**src/rtl/bht_update_queue.sv**
```systemverilog
// In-order speculative branch-metadata queue feeding the tournament predictor's update port.
// Optional statistics counters are enabled with the BHT_UPD_STATS_EN macro.
module bht_update_queue #(
    parameter int DEPTH  = 8,
    parameter int VLEN   = 64,
    parameter int META_W = 20,
    parameter int CNT_W  = 32
) (
    input  logic                     clk_i,
    input  logic                     rst_i,
    input  logic                     flush_i,
    input  logic                     debug_mode_i,
    input  logic                     pred_valid_i,
    output logic                     pred_ready_o,
    input  logic [VLEN-1:0]          pred_pc_i,
    input  logic                     pred_taken_i,
    input  logic [META_W-1:0]        pred_meta_i,
    input  logic                     resolve_valid_i,
    input  logic [VLEN-1:0]          resolve_pc_i,
    input  logic                     resolve_taken_i,
    output logic                     bht_update_valid_o,
    output logic [VLEN-1:0]          bht_update_pc_o,
    output logic                     bht_update_taken_o,
    output logic [META_W-1:0]        bht_update_meta_o,
    output logic [$clog2(DEPTH):0]   count_o,
    output logic                     error_o,
    output logic [CNT_W-1:0]         resolved_cnt_o,
    output logic [CNT_W-1:0]         mispred_cnt_o
);

    localparam int AW = $clog2(DEPTH);
    localparam logic [AW:0] FULL_CNT = (AW + 1)'(DEPTH);

    // Handshake: a push transfers when pred_valid_i && pred_ready_o && !flush_i; pred_ready_o
    // comes only from the registered count, so a pop in the same cycle never frees a slot early.
    logic [VLEN-1:0]   pc_mem   [DEPTH];
    logic [META_W-1:0] meta_mem [DEPTH];
    logic [AW-1:0]     rptr;
    logic [AW-1:0]     wptr;
    logic [AW-1:0]     rptr_inc;
    logic [AW:0]       count;
    logic              empty;
    logic              push;
    logic              pop;
    logic              pc_mismatch;

    assign empty        = (count == '0);
    assign pred_ready_o = (count != FULL_CNT);
    assign push         = pred_valid_i && pred_ready_o && !flush_i;
    assign pop          = resolve_valid_i && !empty;
    assign rptr_inc     = rptr + 1'b1;
    assign pc_mismatch  = (resolve_pc_i != pc_mem[rptr]);
    assign count_o      = count;

    always_ff @(posedge clk_i) begin
        if (push) begin
            pc_mem[wptr]   <= pred_pc_i;
            meta_mem[wptr] <= pred_meta_i;
        end
    end

    always_ff @(posedge clk_i) begin
        if (rst_i) begin
            rptr  <= '0;
            wptr  <= '0;
            count <= '0;
        end else begin
            if (pop) begin
                rptr <= rptr_inc;
            end
            // A flush still lets the same-cycle resolve pop, then empties what remains.
            if (flush_i) begin
                wptr  <= pop ? rptr_inc : rptr;
                count <= '0;
            end else begin
                if (push) begin
                    wptr <= wptr + 1'b1;
                end
                case ({push, pop})
                    2'b10:   count <= count + 1'b1;
                    2'b01:   count <= count - 1'b1;
                    default: count <= count;
                endcase
            end
        end
    end

    always_ff @(posedge clk_i) begin
        if (rst_i) begin
            bht_update_valid_o <= 1'b0;
            bht_update_pc_o    <= '0;
            bht_update_taken_o <= 1'b0;
            bht_update_meta_o  <= '0;
            error_o            <= 1'b0;
        end else begin
            bht_update_valid_o <= pop && !debug_mode_i;
            if (pop) begin
                bht_update_pc_o    <= pc_mem[rptr];
                bht_update_taken_o <= resolve_taken_i;
                bht_update_meta_o  <= meta_mem[rptr];
            end
            if ((resolve_valid_i && empty) || (pop && pc_mismatch)) begin
                error_o <= 1'b1;
            end
        end
    end

`ifdef BHT_UPD_STATS_EN
    logic             taken_mem [DEPTH];
    logic [CNT_W-1:0] resolved_cnt;
    logic [CNT_W-1:0] mispred_cnt;

    always_ff @(posedge clk_i) begin
        if (push) begin
            taken_mem[wptr] <= pred_taken_i;
        end
    end

    // Counters saturate rather than wrap so long runs never under-report.
    always_ff @(posedge clk_i) begin
        if (rst_i) begin
            resolved_cnt <= '0;
            mispred_cnt  <= '0;
        end else if (pop) begin
            if (resolved_cnt != '1) begin
                resolved_cnt <= resolved_cnt + 1'b1;
            end
            if ((resolve_taken_i != taken_mem[rptr]) && (mispred_cnt != '1)) begin
                mispred_cnt <= mispred_cnt + 1'b1;
            end
        end
    end

    assign resolved_cnt_o = resolved_cnt;
    assign mispred_cnt_o  = mispred_cnt;
`else
    logic unused_pred_taken;
    assign unused_pred_taken = pred_taken_i;
    assign resolved_cnt_o    = '0;
    assign mispred_cnt_o     = '0;
`endif

endmodule

```
**config.mk**
```make
export PLATFORM = sky130hd
export DESIGN_NAME = bht_update_queue
export DESIGN_NICKNAME = d
export VERILOG_FILES = /design/src/rtl/bht_update_queue.sv
export SDC_FILE = /design/constraint.sdc
export NUM_CORES = 1
export LEC_CHECK = 0
export BUFFER_PORTS_ARGS = -buffer_cell sky130_fd_sc_hd__buf_2
export CAP_MARGIN = 20
export CORE_ASPECT_RATIO = 2
export CORE_MARGIN = 4
export CORE_UTILIZATION = 63
export DETAILED_ROUTE_END_ITERATION = 7
export MAX_ROUTING_LAYER = met4
export PLACE_DENSITY = 0.95
export SYNTH_ARGS = -nofsm -noshare
export SYNTH_HDL_FRONTEND = slang
export SYNTH_SLANG_ARGS = --single-unit
```
**constraint.sdc**
```tcl
create_clock -name clk_i -period 15.55 [get_ports clk_i]
set_input_delay 0.7775 -clock clk_i [delete_from_list [all_inputs] [get_ports clk_i]]
set_output_delay 0.7775 -clock clk_i [all_outputs]
set_load 0.05 [all_outputs]
```
## Word-level counts from Yosys, hierarchy flattened

Memories as Yosys holds them, arrays and structs flattened. A register that Yosys moved wholly into a read port is not among the register bits.
Cells that the tools add are included.

| word-level totals | value |
|---|---|
| bits in registers | 77 |
| memory bits (writable) | 672 |
| bits of input ports | 156 |
| output and inout bits | 156 |
| word-level logic and storage cells | 38 |
| memories | 2 |

Memory list:

| memory | words | width | rd ports | clocked after Yosys merged registers in | write ports | line | source |
|---|---|---|---|---|---|---|---|
| pc_mem | 8 | 64 | 1 | 1 | 1 | 36 | `logic [VLEN-1:0] pc_mem [DEPTH];` |
| meta_mem | 8 | 20 | 1 | 1 | 1 | 37 | `logic [META_W-1:0] meta_mem [DEPTH];` |

| cells by class | value |
|---|---|
| add/sub/neg operators | 4 |
| equal/unequal tests | 4 |
| multiplexer cells | 7 |
| reduce and logical (&&, ||, !) cells | 14 |

Operators by type and width:

| cell | number |
|---|---|
| $ne 64x64->1 | 1 |
| $mux 3 | 4 |
| $pmux 4 s2 | 1 |
| $add 3x1->3 const B | 2 |
| $logic_and 1x1->1 | 6 |
| $add 4x1->4 const B | 1 |
| $logic_not 4->1 | 1 |
| $ne 4x4->1 const B | 1 |
| $reduce_bool 2->1 | 2 |
| $sub 4x1->4 const B | 1 |
| $logic_not 1->1 | 3 |
| $eq 2x1->1 const B | 1 |
| $eq 2x2->1 const B | 1 |
| $mux 1 | 2 |
| $reduce_or 2->1 | 1 |
| $logic_or 1x1->1 | 1 |

## Longest topological paths before layout

Gate-level depths: netlist of run 1.

| depth | value |
|---|---|
| depth after elaboration | 5 |
| gate-level depth with buffers | 13 |
| mapped depth without buffers | 13 |

## Worst setup path after synthesis of run 1

OpenSTA, ideal clock, no wires.

| path | value |
|---|---|
| path type | flip-flop to flip-flop |
| start | reg count[0], in the netlist count_o[0] |
| end | mem meta_mem[0][0] (enable) |
| library setup time | 0.630 ns |
| arrival | 7.522 ns |
| data required time | 14.920 ns |
| path slack | 7.399 ns |
| stages on the path, launching flop included | 6 |
| buffers on the path | 0 |
| clock period less this slack | 8.151 ns |
| cells stage by stage | dfxtp_1 nor3_1 nand2_1 nand2_1 or3_1 nor3_1 |

| on the way | value |
|---|---|
| word-level cells in the longest chain between the ends | 5 |

Ends and longest elaborated chain:

| item | line | source |
|---|---|---|
| start: declaration | 41 | `logic [AW:0] count;` |
| start signal: assignment | 80 | `2'b10: count <= count + 1'b1;` |
| start signal: assignment | 81 | `2'b01: count <= count - 1'b1;` |
| start signal: assignment | 82 | `default: count <= count;` |
| $ne 4x4->1 | 48 | `assign pred_ready_o = (count != FULL_CNT);` |
| net pred_ready_o | 14 | `output logic pred_ready_o,` |
| $logic_and 1x1->1 (2 in series) | 49 | `assign push = pred_valid_i && pred_ready_o && !flush_i;` |
| $mux 1 | 56 | `if (push) begin` |
| $mux 1 (implied by the code) | 58 | `meta_mem[wptr] <= pred_meta_i;` |
| end: declaration | 37 |  |

The timed path passes the listed nets, and every way through them passes these cells.

==> results of run 1 <==
-- area by class of cell --
class | instances | area, sq um | share of cell area
Sequential cell | 769 | 22100 | 0.660
Multi-Input combinational cell | 636 | 7000 | 0.209
Clock buffer | 77 | 1630 | 0.0485
Timing Repair Buffer | 272 | 1440 | 0.0430
Tap cell | 627 | 785 | 0.0234
Clock inverter | 37 | 467 | 0.0139
Antenna cell | 18 | 45.0 | 0.00134
Inverter | 5 | 23.8 | 0.000709
-- through the flow --
step / util / cell area, sq um / total power [mW] / cells / hold slack, ns
after CTS: 0.717 / 33500 / 4.21 / 2423 / 0.304
final: 0.718 / 33500 / 4.20 / 2441 / 0.327
after detailed placement: 0.673 / 31400 / 2.62 / 2309 / 0.479
after global placement: 0.673 / 31400 / 2.60 / 2309 / 0.445
after floorplan: - / 30000 / 2.53 / 1552 / 0.584
after global routing: 0.718 / 33500 / 4.32 / 2438 / 0.322
-- logic make-up (layout without fill, tap and decap cells) --
group                      count (synthesis)  in the layout  share of synthesized area
and+or+nand+nor                          145            145                     0.0207
DFF                                      769            769                      0.744
AOI/OAI and AO/OA                        105            105                     0.0261
buffers and inverters                    147            391                     0.0308
other                                      1             82                   0.000126
xor gates and xnor gates                  63             63                     0.0185
muxes                                    253            253                      0.157
adders and majority gates                  6              6                    0.00278
-- routing by layer --
metal  vias up  wire, um  track usage
met2      1318     40400        0.527
li1       6418         -            -
met1      8095     23800        0.371
met4         0      3990        0.128
met5         -         0            -
met3       262      8240       0.0620
-- state kept, by name, summed over array words and instances (netlist names) --
| signal | count |
|---|---|
| pc_mem | 512 |
| meta_mem | 160 |
| bht_update_pc_o | 64 |
| bht_update_meta_o | 20 |
| count_o | 4 |
| rptr | 3 |
| wptr | 3 |
| bht_update_taken_o | 1 |
| bht_update_valid_o | 1 |
| error_o | 1 |
-- power by group --
group | internal (mW) | switching [mW]
sequential | 2.28 | 0.0196
clock | 0.897 | 0.718
combinational | 0.0830 | 0.202
total | 3.26 | 0.940
-- critical path, cell delays in order, from the launching register on --
cell and delay [ns]:
dfxtp_4 0.73, buf_4 0.69, buf_4 0.75, mux4_2 0.42
mux2i_1 0.44, xnor2_1 0.14, nor4_1 0.42, nand4_1 0.36
nor4_1 1.05, a211oi_1 0.18
-- final timing paths --
check,startpoint,endpoint,slack (ns),depth (start not counted)
max,rptr[1]$_SDFF_PP0_,error_o$_SDFFE_PP0P_,10.07,9
min,debug_mode_i,bht_update_valid_o$_SDFF_PP0_,0.33,2
max reg2reg,rptr[1]$_SDFF_PP0_,error_o$_SDFFE_PP0P_,10.07,9
min reg2reg,bht_update_taken_o$_SDFFE_PP0P_,bht_update_taken_o$_SDFFE_PP0P_,0.48,2
-- cells in the mapped netlist, types with 8 or more instances --
master,count,area share
edfxtp_1,672,0.68
mux4_2,168,0.13
nor2_1,102,0.013
dfxtp_1,97,0.065
a211oi_1,87,0.022
mux2i_1,81,0.027
buf_4,71,0.018
xnor2_1,47,0.014
clkbuf_1,37,0.0047
buf_2,18,0.0030
xor2_1,16,0.0047
nor4_1,13,0.0027
buf_6,10,0.0038
nand2_1,10,0.0013
a21oi_1,9,0.0015
nor3_1,8,0.0013
==> metrics.log, run 1 <==
[metrics] Slew headroom: 0.239
[metrics] hold-fix buffers at CTS: 0
[metrics] register area share after synthesis: 0.744
[metrics] number of global-route vias before repair: 16400
[metrics] share of flip-flops with an asynchronous set or reset: 0
[metrics] worst-case vdd ir drop: 0.134 mV
[metrics] pin count of the biggest net entering global routing: 95
[metrics] Setup Crit Path Kind: reg -> reg
[metrics] final-layout fill cell count: 2514
[metrics] Final ANT Viol Nets: 0
[metrics] Post-Syn Area: 0.0297 sq mm
[metrics] part of the cycle the worst path needs: 0.353
[metrics] power density normalized to cell area: 125 mW/mm^2
[metrics] remaining design rule violation count: 0
[metrics] fraction of layout instances using a drive strength above 1: 0.309
[metrics] Setup WS post-layout: 10.07 ns
[metrics] count of endpoints failing setup in the final report: 0
[metrics] result of the run: completed
[metrics] TritonCTS sink count: 769
[metrics] number of antenna violations at the first check in global routing: 27
[metrics] die width: 162 um
[metrics] Max Cap Violations: 0
[metrics] Resized Gates After CTS: 0
[metrics] Syn. warnings: 0
[metrics] total global-route track usage: 0.312
[metrics] length of the first detailed-routing pass in iterations: 5
[metrics] vias after detailed routing: around 16000
[metrics] setup repair after global routing missed its margin: false
[metrics] standby leakage power: 10.8 nW
[metrics] first-pass GRT wire length: 112 mm
[metrics] Iter 0 DRT Violations: 1914
[metrics] number of buffers inserted by post-CTS setup repair: 0
[metrics] CTS root buffer: clkbuf_16
[metrics] achievable frequency: approximately 180 MHz
[metrics] HPWL after detailed placement: 45.7 mm
[metrics] Critical Path AT: 5.95 ns
[metrics] source-to-sink clock delay at the later pin of the worst-skew pair: 0.62 ns
[metrics] post-synth cell types: 33
[metrics] worst-case clock skew: 0.0249 ns
[metrics] cts bufs inserted: 61
[metrics] clock tree from TritonCTS: done
[metrics] total negative setup slack: 0 ns
[metrics] Worst setup EP type: flop
[metrics] clock transition at the register clock pins on the worst setup and hold paths after CTS: 0.07 ns
[metrics] synthesized instance count: 1489
[metrics] required time at the worst-slack endpoint: 16.01 ns
[metrics] placer congestion estimate: 0.851
[metrics] Primary FF master, synth: edfxtp_1
[metrics] full die area: 0.0510 sq mm
[metrics] synth-to-layout area growth: 12.7%
[metrics] maximum buffer depth of the clock tree: 3
[metrics] Tmin final: 5.48 ns
[metrics] effective utilization at floorplan: 0.638
[metrics] gr ovfl total: 0
[metrics] Hold WC Path Type: in -> reg
[metrics] most frequent cells in the layout: edfxtp_1 (672), buf_2 (245), mux4_2 (168)
[metrics] Wirelength per Cell: 31.3 um
[metrics] largest fanout on the critical path: 43
[metrics] final-report max-slew violation count: 0
[metrics] die height: approximately 320 um
[metrics] # H-tree levels: 2
[metrics] I/O Buffers: 246
[metrics] routed vias/inst: 6.59
[metrics] I/O pin count: 312
[metrics] register bit count reported by yosys: 769
[metrics] worst-margin pin slew: 1.13 ns
[metrics] worst slack after detailed placement: 10.09 ns
[metrics] critical path startpoint category: flop
[metrics] final hold viol count: 0
[metrics] number of synthesized flops with an enable pin: 672
[metrics] Final #Nets: 1907
[metrics] total wirelength of the detailed-routed design: 76.5 mm
[metrics] total core area: between 0.04 and 0.05 sq mm
[metrics] total number of placement rows: 112
[metrics] leading cell type in the layout, fill and taps excluded: edfxtp_1
[metrics] Synth Area per Inst: 20.0 sq um
No activity file was read; power rests on OpenSTA's default activity.
==> inputs of run 2 (changes only) <==
--- a/config.mk
+++ b/config.mk
@@ -9,10 +9,10 @@
 export CAP_MARGIN = 20
 export CORE_ASPECT_RATIO = 2
 export CORE_MARGIN = 4
-export CORE_UTILIZATION = 63
+export CORE_UTILIZATION = 53
 export DETAILED_ROUTE_END_ITERATION = 7
 export MAX_ROUTING_LAYER = met4
-export PLACE_DENSITY = 0.95
+export PLACE_DENSITY = 0.86
 export SYNTH_ARGS = -nofsm -noshare
 export SYNTH_HDL_FRONTEND = slang
 export SYNTH_SLANG_ARGS = --single-unit
==> constraint.sdc (replaced) <==
create_clock -name clk_i -period 4.8 [get_ports clk_i]
set_input_delay 0.24 -clock clk_i [delete_from_list [all_inputs] [get_ports clk_i]]
set_output_delay 0.24 -clock clk_i [all_outputs]
set_load 0.05 [all_outputs]
==> metrics.log, run 2 (synthesized netlist as in run 1, its figures left out) <==
[metrics] Iter 0 DRT Violations: 2086 (+9.0%)
[metrics] clock transition at the register clock pins on the worst setup and hold paths after CTS: 0.07 ns (about the same)
[metrics] non-filler cells, final: 2655 (+8.8%)
[metrics] pin count of the biggest net entering global routing: 89 (-6.3%)
[metrics] Resized Gates After CTS: 0 (unchanged)
[metrics] total core area: 0.0554 sq mm (+19%)
[metrics] number of buffers inserted by post-CTS setup repair: 0 (unchanged)
[metrics] largest stage delay on the critical path: 0.73 ns (-0.32 ns)
[metrics] leading cell type in the layout, fill and taps excluded: edfxtp_1
[metrics] most frequent cells in the layout: edfxtp_1 (672), buf_2 (245), mux4_2 (168)
[metrics] worst-case clock skew: 0.0303 ns (+0.00539 ns)
[metrics] worst hold path depth: 5 (+3)
[metrics] setup repair after global routing missed its margin: false
[metrics] count of endpoints failing setup in the final report: 0 (unchanged)
[metrics] final hold viol count: 0 (unchanged)
[metrics] largest fanout on the critical path: 27 (-37%)
[metrics] maximum buffer depth of the clock tree: 3 (unchanged)
[metrics] total number of placement rows: 122 (+8.9%)
[metrics] required time at the worst-slack endpoint: 5.27 ns (-10.74 ns)
[metrics] TritonCTS sink count: 769 (unchanged)
[metrics] flip-flop count of the largest register after layout: 512 (unchanged)
[metrics] Most Frequent Cell on Critical Path: buf_4
[metrics] power consumption: 13.8 mW (+230%)
[metrics] placed inst area: 0.0318 sq mm (+1.3%)
[metrics] HPWL after detailed placement: 44.5 mm (-2.8%)
[metrics] Final Core Density: 0.630 (-0.0887)
[metrics] worst-margin pin slew: 0.929 ns (-0.203 ns)
[metrics] largest reg by FF count: pc_mem
[metrics] I/O Buffers: 246 (unchanged)
[metrics] gr ovfl total: 0 (unchanged)
[metrics] Tmin final: 3.70 ns (-1.79 ns)
[metrics] critical path startpoint category: flop
[metrics] largest registers in the final layout: pc_mem (512), meta_mem (160), bht_update_pc_o (64)
[metrics] slowest cell on the critical path: dfxtp_4
[metrics] worst-case vdd ir drop: 0.344 mV (+160%)
[metrics] fraction of layout instances using a drive strength above 1: 0.300 (-0.00860)
[metrics] total global-route track usage: 0.245 (-0.0668)
[metrics] Final ANT Viol Nets: 0 (unchanged)
[metrics] I/O pin count: 312 (unchanged)
[metrics] die height: 343 um (+8.8%)
[metrics] length of the first detailed-routing pass in iterations: 5 (unchanged)
[metrics] source-to-sink clock delay at the later pin of the worst-skew pair: 0.63 ns (about the same)
[metrics] CTS root buffer: clkbuf_16
[metrics] final-layout fill cell count: 3688 (+47%)
[metrics] Final #Nets: 2004 (+5.1%)
[metrics] Critical Path AT: 4.16 ns (-1.79 ns)
[metrics] first-pass GRT wire length: 106 mm (-5.2%)
[metrics] met3 Resource Use GR: 0.0591 (-0.00291)
[metrics] placed cell count: 2435 (+5.5%)
[metrics] standby leakage power: 11.3 nW (+4.7%)
[metrics] synth-to-layout area growth: 17.3%
[metrics] remaining design rule violation count: 0 (unchanged)
[metrics] reg2reg path depth: 10 (+1)
[metrics] part of the cycle the worst path needs: 0.771 (+0.418)
[metrics] Max Cap Violations: 0 (unchanged)
[metrics] vias after detailed routing: 15700 (-2.2%)
[metrics] Slew headroom: 0.381 (+0.142)
[metrics] Wirelength per Cell: 27.3 um (-13%)
[metrics] hold slack final: 0.115 ns (-0.212 ns)
[metrics] total wirelength of the detailed-routed design: 72.4 mm (-5.3%)
[metrics] met1 global-route usage: 0.309 (-0.0625)
[metrics] full die area: 0.0602 sq mm (+18%)
[metrics] hold-fix buffers at CTS: 88 (+88)
[metrics] met2 Resource Use GR: 0.396 (-0.131)
[metrics] result of the run: completed
[metrics] routed vias/inst: 5.93 (-10%)
[metrics] cts bufs inserted: 61 (unchanged)
[metrics] die width: 176 um (+8.6%)
[metrics] critical path, cell by cell: buf_12 -> buf_4 -> mux4_2 -> mux2i_1 -> o2bb2ai_1 -> a221oi_1 -> o2111ai_1 -> nor4_1 -> buf_4 -> a211oi_1
[metrics] Setup Crit Path Kind: reg -> reg
[metrics] power density normalized to cell area: 395 mW/mm^2 (+220%)
[metrics] achievable frequency: 270 MHz (+48%)
[metrics] final instance area: 0.0349 sq mm (+4.1%)
[metrics] effective utilization at floorplan: 0.537 (-0.101)
[metrics] number of global-route vias before repair: 16200 (-1.2%)
[metrics] clock tree from TritonCTS: done
[metrics] # H-tree levels: 2 (unchanged)
[metrics] Hold WC Path Type: in -> reg
[metrics] Worst setup EP type: flop
[metrics] most congested layer reported by global routing: met2
[metrics] number of antenna violations at the first check in global routing: 20 (-26%)
[metrics] placer congestion estimate: 0.816 (-4.1%)
[metrics] final-report max-slew violation count: 0 (unchanged)
-- run 2: cell types whose count changed in the layout (fill, tap and decap cells not counted), moves of 2 or more --
cell,previous run,this run
nor3_4,0,2
inv_4,0,5
buf_12,1,13
dlygate4sd3_1,0,88
clkbuf_8,4,2
buf_4,26,22
bufinv_16,9,11
nor3_2,2,0
clkbuf_16,61,63
clkinv_1,4,7
clkbuf_1,12,5
clkinv_4,5,2
-- run 2: final timing paths --
kind | from | to | slack, ns
hold reg to reg | bht_update_taken_o$_SDFFE_PP0P_ | bht_update_taken_o$_SDFFE_PP0P_ | 0.47
hold / removal | pred_valid_i | wptr[2]$_SDFFE_PP0P_ | 0.12
setup reg to reg | rptr[1]$_SDFF_PP0_ | error_o$_SDFFE_PP0P_ | 1.10
setup / recovery | rptr[1]$_SDFF_PP0_ | error_o$_SDFFE_PP0P_ | 1.10
-- run 2: final cells by class --
class / instances / area (sq um) / share of cell area
flip-flops and latches: 769 / 22100 / 0.634
multi-input cells: 636 / 7020 / 0.201
repair buffers: 369 / 2560 / 0.0734
clock buffers: 70 / 1620 / 0.0465
well taps: 744 / 931 / 0.0267
clock inverters: 45 / 562 / 0.0161
diodes: 17 / 42.5 / 0.00122
inverters: 5 / 23.8 / 0.000681
-- run 2: layer usage --
metal / share of wire / wire length, um
met1: 0.35 / 25500
met2: 0.51 / 36700
met3: 0.10 / 7590
met4: 0.038 / 2730
met5: 0 / 0
-- run 2: critical path: cells and delay by family (launching register included) --
family,cells,cell delay [ns]
AND/OR/NAND/NOR,1,0.36
buffers and inverters,3,0.81
flip-flops,1,0.73
AO/OA/AOI/OAI,4,0.61
multiplexers,2,1.01
-- run 2: through the flow --
step                      worst slack, ns  setup TNS, ns
after CTS                            1.18              0
final                                1.10              0
after global placement               1.37              0
after detailed placement             1.20              0
after floorplan                     -1.10        -556.52
after global routing                0.876              0
-- run 2: where the power goes --
part           internal [mW]  switching, mW  leakage (nW)
logic                  0.321          0.669          3.34
clock network           3.04           2.33          1.06
registers               7.37         0.0506          6.86
